## config.mk

```make
export PLATFORM = sky130hd
export DESIGN_NAME = color_sequencer_flat
export DESIGN_NICKNAME = d
export VERILOG_FILES = /design/src/rtl/color_clock_pkg.sv /design/src/rtl/color_sequencer_if.sv /design/src/rtl/frame_tick_det.sv /design/src/rtl/color_sequencer.sv /design/src/flat_wrapper.sv
export SDC_FILE = /design/constraint.sdc
export NUM_CORES = 1
export LEC_CHECK = 0
export CAP_MARGIN = 10
export CORE_MARGIN = 2
export CORE_UTILIZATION = 53
export DETAILED_ROUTE_END_ITERATION = 7
export PLACE_DENSITY = 0.93
export SLEW_MARGIN = 20
export SYNTH_ARGS = -nofsm -noshare
export SYNTH_HDL_FRONTEND = slang
export SYNTH_SLANG_ARGS = --single-unit
```

## constraint.sdc

```tcl
create_clock -name clk -period 4.9 [get_ports clk]
set_clock_uncertainty 0.15 [all_clocks]
set_input_delay 1.47 -clock clk [delete_from_list [all_inputs] [get_ports clk]]
set_output_delay 1.47 -clock clk [all_outputs]
set_load 0.02 [all_outputs]
```

## src/rtl/color_clock_pkg.sv

```systemverilog
// rtl/color_clock_pkg.sv - shared types for the frame-synchronous colour sequencer
package color_clock_pkg;

  localparam int COLOR_W = 3;

  typedef enum logic [1:0] {
    IDLE  = 2'd0,
    RUN   = 2'd1,
    PAUSE = 2'd2
  } seq_state_t;

  typedef logic [COLOR_W-1:0] color_t;

  // Next colour index; the natural wrap of COLOR_W bits gives 7 -> 0.
  function automatic color_t color_next(input color_t c);
    return c + color_t'(1);
  endfunction

endpackage

```

## src/rtl/color_sequencer_if.sv

```systemverilog
// rtl/color_sequencer_if.sv - sync/control inputs and pixel/sync outputs of the colour sequencer
interface color_sequencer_if;
  import color_clock_pkg::*;

  logic   h_sync;
  logic   v_sync;
  logic   onscreen;
  logic   en;
  logic   pause;
  logic   step;
  color_t color;
  logic   frame_tick;
  logic   R;
  logic   G;
  logic   B;
  logic   h_sync_o;
  logic   v_sync_o;

  modport master (
    output h_sync, v_sync, onscreen, en, pause, step,
    input  color, frame_tick, R, G, B, h_sync_o, v_sync_o
  );

  modport slave (
    input  h_sync, v_sync, onscreen, en, pause, step,
    output color, frame_tick, R, G, B, h_sync_o, v_sync_o
  );

endinterface

```

## src/rtl/frame_tick_det.sv

```systemverilog
// rtl/frame_tick_det.sv - registered one-clock pulse on each falling edge of active-low v_sync
module frame_tick_det (
  input  logic clk,
  input  logic rst_n,
  input  logic v_sync,
  output logic frame_tick
);

  logic vs_q;

  // Previous v_sync resets low so a low v_sync at reset release is not seen as an edge.
  always_ff @(posedge clk) begin
    if (!rst_n) begin
      vs_q       <= 1'b0;
      frame_tick <= 1'b0;
    end else begin
      vs_q       <= v_sync;
      frame_tick <= vs_q & ~v_sync;
    end
  end

endmodule

```

## src/rtl/color_sequencer.sv

```systemverilog
// rtl/color_sequencer.sv - advances the displayed colour after a programmable frame dwell
module color_sequencer
  import color_clock_pkg::*;
#(
  parameter int DWELL_FRAMES = 60,
  parameter int CNT_W        = 8
) (
  input logic               clk,
  input logic               rst_n,
  color_sequencer_if.slave  bus
);

  localparam logic [CNT_W-1:0] CNT_LAST = CNT_W'(DWELL_FRAMES - 1);

  seq_state_t       state_q, state_d;
  color_t           color_q, color_d;
  logic [CNT_W-1:0] cnt_q, cnt_d;
  logic             step_pend_q, step_pend_d;
  logic             tick;

  logic             r_q, g_q, b_q;
  logic             h_sync_q, v_sync_q;

  frame_tick_det u_frame_tick_det (
    .clk        (clk),
    .rst_n      (rst_n),
    .v_sync     (bus.v_sync),
    .frame_tick (tick)
  );

  // Sequencer state, colour, dwell counter and pending step.
  always_ff @(posedge clk) begin
    if (!rst_n) begin
      state_q     <= IDLE;
      color_q     <= '0;
      cnt_q       <= '0;
      step_pend_q <= 1'b0;
    end else begin
      state_q     <= state_d;
      color_q     <= color_d;
      cnt_q       <= cnt_d;
      step_pend_q <= step_pend_d;
    end
  end

  // Next-state: en low wins over everything; a tick is handled by the current
  // state's rules before any pause transition takes effect.
  always_comb begin
    state_d     = state_q;
    color_d     = color_q;
    cnt_d       = cnt_q;
    step_pend_d = step_pend_q;

    if (!bus.en) begin
      state_d     = IDLE;
      color_d     = '0;
      cnt_d       = '0;
      step_pend_d = 1'b0;
    end else begin
      unique case (state_q)
        IDLE: begin
          color_d     = '0;
          cnt_d       = '0;
          step_pend_d = 1'b0;
          state_d     = RUN;
        end
        RUN: begin
          step_pend_d = 1'b0;
          if (tick) begin
            if (cnt_q == CNT_LAST) begin
              cnt_d   = '0;
              color_d = color_next(color_q);
            end else begin
              cnt_d   = cnt_q + CNT_W'(1);
            end
          end
          if (bus.pause) begin
            state_d = PAUSE;
          end
        end
        PAUSE: begin
          if (tick && step_pend_q) begin
            color_d = color_next(color_q);
          end
          if (bus.pause) begin
            // A step in the tick cycle re-arms for the following tick.
            step_pend_d = bus.step | (step_pend_q & ~tick);
          end else begin
            step_pend_d = 1'b0;
            state_d     = RUN;
          end
        end
        default: begin
          state_d     = IDLE;
          color_d     = '0;
          cnt_d       = '0;
          step_pend_d = 1'b0;
        end
      endcase
    end
  end

  // Pixel and sync output registers share one stage so they stay aligned.
  always_ff @(posedge clk) begin
    if (!rst_n) begin
      r_q      <= 1'b0;
      g_q      <= 1'b0;
      b_q      <= 1'b0;
      h_sync_q <= 1'b1;
      v_sync_q <= 1'b1;
    end else begin
      r_q      <= bus.onscreen & color_q[2];
      g_q      <= bus.onscreen & color_q[1];
      b_q      <= bus.onscreen & color_q[0];
      h_sync_q <= bus.h_sync;
      v_sync_q <= bus.v_sync;
    end
  end

  assign bus.color      = color_q;
  assign bus.frame_tick = tick;
  assign bus.R          = r_q;
  assign bus.G          = g_q;
  assign bus.B          = b_q;
  assign bus.h_sync_o   = h_sync_q;
  assign bus.v_sync_o   = v_sync_q;

endmodule
```

## src/flat_wrapper.sv

```systemverilog
// flat-port wrapper written by rule: the top's interface ports become plain ports
module color_sequencer_flat import color_clock_pkg::*;
#(
  parameter int DWELL_FRAMES = 60,
  parameter int CNT_W        = 8
)
  (clk, rst_n, bus_h_sync, bus_v_sync, bus_onscreen, bus_en, bus_pause, bus_step, bus_color, bus_frame_tick, bus_R, bus_G, bus_B, bus_h_sync_o, bus_v_sync_o);
  color_sequencer_if bus_i ();
  input logic clk;
  input logic rst_n;
  input wire logic [$bits(bus_i.h_sync)-1:0] bus_h_sync;
  input wire logic [$bits(bus_i.v_sync)-1:0] bus_v_sync;
  input wire logic [$bits(bus_i.onscreen)-1:0] bus_onscreen;
  input wire logic [$bits(bus_i.en)-1:0] bus_en;
  input wire logic [$bits(bus_i.pause)-1:0] bus_pause;
  input wire logic [$bits(bus_i.step)-1:0] bus_step;
  output wire logic [$bits(bus_i.color)-1:0] bus_color;
  output wire logic [$bits(bus_i.frame_tick)-1:0] bus_frame_tick;
  output wire logic [$bits(bus_i.R)-1:0] bus_R;
  output wire logic [$bits(bus_i.G)-1:0] bus_G;
  output wire logic [$bits(bus_i.B)-1:0] bus_B;
  output wire logic [$bits(bus_i.h_sync_o)-1:0] bus_h_sync_o;
  output wire logic [$bits(bus_i.v_sync_o)-1:0] bus_v_sync_o;
  assign bus_i.h_sync = bus_h_sync;
  assign bus_i.v_sync = bus_v_sync;
  assign bus_i.onscreen = bus_onscreen;
  assign bus_i.en = bus_en;
  assign bus_i.pause = bus_pause;
  assign bus_i.step = bus_step;
  assign bus_color = bus_i.color;
  assign bus_frame_tick = bus_i.frame_tick;
  assign bus_R = bus_i.R;
  assign bus_G = bus_i.G;
  assign bus_B = bus_i.B;
  assign bus_h_sync_o = bus_i.h_sync_o;
  assign bus_v_sync_o = bus_i.v_sync_o;
  color_sequencer #(.DWELL_FRAMES(DWELL_FRAMES), .CNT_W(CNT_W)) u_core (.clk(clk), .rst_n(rst_n), .bus(bus_i));
endmodule
```

Yosys cells after proc, flatten, opt, wreduce, memory -nomap -nowiden
Index checks and enable logic that the tools add are counted.
{ "word_totals": {"output_inout_bits": 9, "reg_bits": 21, "word_cells": 47, "in_bits": 8} }
{ "op_classes": {"n_addsub": 2, "n_reduce_logical": 7, "bitwise": 9, "muxes": 10, "eq_ne": 8} }
{ "ops": {"columns": ["operator", "count"], "rows": [
  ["two-way mux 8 bit", 2],
  ["case mux 8 bit (2 select lines)", 1],
  ["two-way mux 3 bit", 3],
  ["adder 8 x 1 -> 8 bit (second input constant)", 1],
  ["== test 8 x 6 -> 1 bit (second input constant)", 1],
  ["!= test 2 bit (second input constant)", 3],
  ["case mux 2 bit (3 select lines)", 1],
  ["case mux 3 bit (2 select lines)", 1],
  ["AND reduction 2 bit", 3],
  ["AND 1 bit", 5],
  ["two-way mux 2 bit", 2],
  ["!= test 2 x 1 -> 1 bit (second input constant)", 2],
  ["AND reduction 4 bit", 1],
  ["adder 3 x 1 -> 3 bit (second input constant)", 1],
  ["inverter 1 bit", 3],
  ["AND reduction 3 bit", 1],
  ["== test 2 x 1 -> 1 bit (second input constant)", 1],
  ["== test 2 bit (second input constant)", 1],
  ["logical NOT 2 bit", 1],
  ["logical AND 1 bit", 1],
  ["OR 1 bit", 1]
]} }

Longest topological paths before layout
{ "logic_depth": {"word_depth": 4, "ltp_mapped": 7, "mapped_depth_nobuf": 6} }

Hierarchy
Synthesis repeated with hierarchy kept, for this count alone.
{ "unflattened": {"cells_unflattened": 101, "hier_area_um2": 994.7} }
{ "by_module_without_submodules": {"columns": ["mod", "area_per_inst_um2", "n_inst", "cells_per_inst", "seq_area_each_um2"], "rows": [
  ["color_sequencer", 938.4, 1, 97, 380.4],
  ["frame_tick_det", 56.3, 1, 4, 40.0]
]} }

Worst setup path before layout
OpenSTA, ideal clock, no wires.
{ "synth_timing": {"path_kind": "input to register", "start": "in rst_n", "end": "reg u_core.color_q[2], in the netlist u_core.bus.color[2]", "slack_ns": 2.751, "setup_time_ns": 0.075, "cell_stages": 4, "t_arrival_ns": 1.924, "path_buffers": 0, "t_required_ns": 4.675, "path_cell_list": "nand2_1 nor3b_1 nand2_1 o22ai_1"} }
{ "synth_between": {"elab_chain_len": 1} }
{ "synth_rtl": {"columns": ["item", "line", "source"], "rows": [
  ["start, declared", "flat_wrapper.sv:10", "input logic rst_n;"],
  ["AND reduction 2 bit (no line)", null, null],
  ["end signal, assigned", "color_sequencer.sv:40", "color_q <= color_d;"],
  ["end, declared", "color_sequencer.sv:16", "color_t color_q, color_d;"]
]} }
No other way between the ends.
A chain may end at the register's enable or synchronous reset.

Final worst setup path
{ "layout_timing": {"start": "reg u_core.color_q[0], in the netlist u_core.bus.color[0]", "end": "out bus_color[0]"} }
{ "layout_rtl": {"columns": ["item", "line", "source"], "rows": [
  ["end, declared", "flat_wrapper.sv:17", "output wire logic [$bits(bus_i.color)-1:0] bus_color;"]
]} }
No word-level cell between the ends.

==> run_results.csv <==
group,metric,value,unit
setup_path,crit_path_end_kind,"primary output",
setup_path,timing.rr.end,"u_core.bus.color[2]",
sta,fin_crit_sh,60.30,%
setup_path,r2r_start,"u_core.state_q[1]",
logic_synthesis,ys_seq_area_share,45.59,%
grt,antenna_found_initial,0,
clock_tree,cts_resized,0,
layout,final_layout_size_suffix_gt1_share,5.932,%
power,power_switching_share,23.54,%
sta,slew_viol_final,0,
clock_tree,cts_tree,"yes",
min_path,hp-class,"flip-flop to flip-flop",
floorplanning,coreArea,0.001689,sq mm
logic_synthesis,syn_inst,101,
flow_run,drv_cap,0,
sta,slew_headroom,61.32,%
floorplanning,initial_core_util,54.59,%
route,vias,759,
floorplanning,dieArea,0.002089,sq mm
grt,grt_pass1_wl,2.835,mm
sta,rsz0062_at_grt,"false",
logic_synthesis,synth_warnings,0,
route,drtIter0Drc,20,
power,cellLeakagePower,0.4006,nW
setup_path,cp_slowest_stage_delay,630,ps
power,p_int,0.2204,mW
layout,n_antenna_cell,0,
route,wire_per_inst,12.47,um
layout,finalNetCount,132,
clock_tree,hold_buffers,0,
sta,timing.setup.tns,0,ps
setup_path,worst-r2r-cell-count,6,
layout,area_growth,21.17,%
min_path,hold_depth,2,
layout,num-fill-cells,134,
setup_path,r2r_slack,2830,ps
floorplanning,rows,15,
power,pwr-share-seq,61.0,%
route,antenna_left,0,
floorplanning,die_y,45.71,um
clock_tree,clk_path_buf_depth,2,
sta,tightest_slew,579.1,ps
grt,grt_max_degree,13,
sta,finalHoldViolations,0,
sta,finalSetupViolCount,0,
setup_path,worstSetupStartpointType,"flip-flop",
clock_tree,clk_pin_slew,110,ps
setup_path,crit_arrival,1330,ps
placed_design,place_hpwl,1.278,mm
setup_path,crit_type,"flip-flop to primary output",
clock_tree,cts_made_buffers,3,
route,drtPass1Iterations,4,
setup_path,crit_required,3280,ps
route,route.detailed.drc,0,
sta,fin_crit,2955,ps
power,p_switching,0.06784,mW
logic_synthesis,syn-num-nets,114,
placed_design,port_buffers,16,
min_path,hold_end,"u_core.u_frame_tick_det.frame_tick",
layout,fin_cells,135,
route,viasPerCell,5.622,
logic_synthesis,synth_cell_type_count,30,
power,p_comb_share,10.8,%
setup_path,path_max_fanout,5,
clock_tree,clk-insertion-delay-late,300,ps
grt,overflow,0,
floorplanning,io_pins,17,
grt,grt_pass1_vias,705,
placed_design,placed_area,0.001091,sq mm
clock_tree,cts_sinks,21,
layout,layout.cell_area.non_filler,0.001117,sq mm
logic_synthesis,synth_seq_cells,21,
logic_synthesis,avgSynthCellArea,9.130,sq um
sta,fmax,0.3384,GHz
min_path,hold_start,"u_core.u_frame_tick_det.vs_q",
power,clkPwrFrac,28.3,%
logic_synthesis,synth_area,922.1,sq um
placed_design,gp_congestion,0.8482,
logic_synthesis,yosys.area.top_type,"dfxtp_1",
setup_path,critPathBufInv,1,
setup_path,slowest_stage,"clkdlybuf4s50_1",
route,wirelength,1.684,mm
floorplanning,die_w,45.71,um
clock_tree,post-cts-setup-buffers,0,
clock_tree,cts_max_level,1,
power,power_density,257.9,mW/mm^2
logic_synthesis,synth.area.top_cells,"dfxtp_1, ha_1, xnor2_1",
setup_path,crit_chain,"clkdlybuf4s50_1",
power,vdd_drop_max,178.4,uV
grt,grt_usage,18.56,%
clock_tree,cts-root-buf,"clkbuf_4",
logic_synthesis,synth_top_area_share,45.59,%
status,status,"complete, no violations",
placed_design,dp_cells,131,
setup_path,crit_family,"buffers and inverters",
==> placed cells by master (no fill, tap or decap), drive strengths merged <==
| cell | instances |
|---|---|
| a211oi | 1 |
| a21o | 1 |
| a21oi | 4 |
| and2 | 1 |
| and3 | 4 |
| clkbuf | 4 |
| clkdlybuf4s50 | 16 |
| dfxtp | 21 |
| ha | 5 |
| inv | 5 |
| mux2i | 2 |
| nand2 | 7 |
| nand2b | 4 |
| nand3 | 6 |
| nand3b | 1 |
| nand4 | 3 |
| nand4b | 1 |
| nor2 | 10 |
| nor2b | 1 |
| nor3 | 2 |
| nor3b | 2 |
| nor4 | 2 |
| nor4b | 2 |
| o21ai | 4 |
| o22ai | 1 |
| or4b | 1 |
| xnor2 | 7 |
==> sequential cells by signal (all words and copies together), names as in the netlist <==
signal                              count
u_core.bus.v_sync_o                     1
u_core.bus.color                        3
u_core.u_frame_tick_det.vs_q            1
u_core.u_frame_tick_det.frame_tick      1
u_core.bus.G                            1
u_core.step_pend_q                      1
u_core.bus.R                            1
u_core.bus.B                            1
u_core.cnt_q                            8
u_core.bus.h_sync_o                     1
u_core.state_q                          2
==> cells in the mapped netlist <==
cell type and n:
clkbuf_1 2, o21ai_0 3, nor3b_1 2, a21oi_1 4
nand2b_1 4, nor4b_1 2, a211oi_1 1, ha_1 5
nand2_1 6, nand3_1 6, nor3_1 2, and2_1 1
xnor2_1 7, nor4_1 2, nand4b_1 1, mux2i_1 2
o21ai_2 1, nor2b_1 1, and3_2 1, nand3b_1 1
a21o_2 1, nand2_2 1, or4b_1 1, o22ai_1 1
nor2_1 10, nand4_1 3, inv_1 5, dfxtp_1 21
and3_1 3, buf_2 1
==> worst min-delay path, stage by stage, from the launching register on <==
cell,delay [ps]
dfxtp_1,320
inv_1,40
nor2_1,30
==> stage by stage <==
stage	util (%)	hold WS [ps]	worst slack (ps)	total power, mW
after floorplan	-	243.6	2751	0.1978
after global placement	64.59	255.0	1950	0.2090
final	66.15	276.9	1945	0.2882
after CTS	66.15	279.0	1940	0.2892
after global routing	66.15	307.2	1909	0.2995
after detailed placement	64.59	265.7	1914	0.2105
==> kinds of logic after synthesis <==
kind of cell	share of synthesized area (%)
buffers and inverters	3.392
DFF	45.59
AOI/OAI and AO/OA	7.192
muxes	2.171
and+or+nand+nor	28.22
adders and majority gates	6.784
xor gates and xnor gates	6.649
==> layout make-up <==
cell class / count / area, sq um / share of cell area [%]
inverter: 5 / 18.77 / 1.680
tap: 17 / 21.27 / 1.904
clock buffer: 4 / 26.28 / 2.352
sequential: 21 / 420.4 / 37.63
timing repair buffer: 16 / 160.2 / 14.33
multi-input combinational: 72 / 470.5 / 42.11
==> layer usage <==
layer	GRT usage (%)	vias up	share of wire (%)
li1	-	384	-
met1	23.15	352	47
met2	30.70	18	48
met3	4.762	5	3.5
met4	6.857	0	1.6
met5	0	-	0
==> how the worst max path moves through the flow <==
stage | from | to | slack (ps) | cells past startpoint
after floorplan | rst_n | u_core.bus.color[2] | 2750 | 4
after global placement | rst_n | u_core.bus.color[2] | 1950 | 5
after detailed placement | rst_n | u_core.bus.color[2] | 1910 | 5
after CTS | u_core.bus.color[0] | bus_color[0] | 1940 | 1
after global routing | u_core.bus.color[0] | bus_color[0] | 1910 | 1
final | u_core.bus.color[0] | bus_color[0] | 1950 | 1
==> power by group through the flow <==
stage	Clock, mW	Combinational (mW)	Sequential, mW
final	0.0814	0.0311	0.176
after global routing	0.0893	0.0341	0.176
after CTS	0.0825	0.0311	0.176
after detailed placement	0	0.0309	0.180
after global placement	0	0.0297	0.179
after floorplan	0	0.0168	0.181
(Power assumes the default switching activity.)
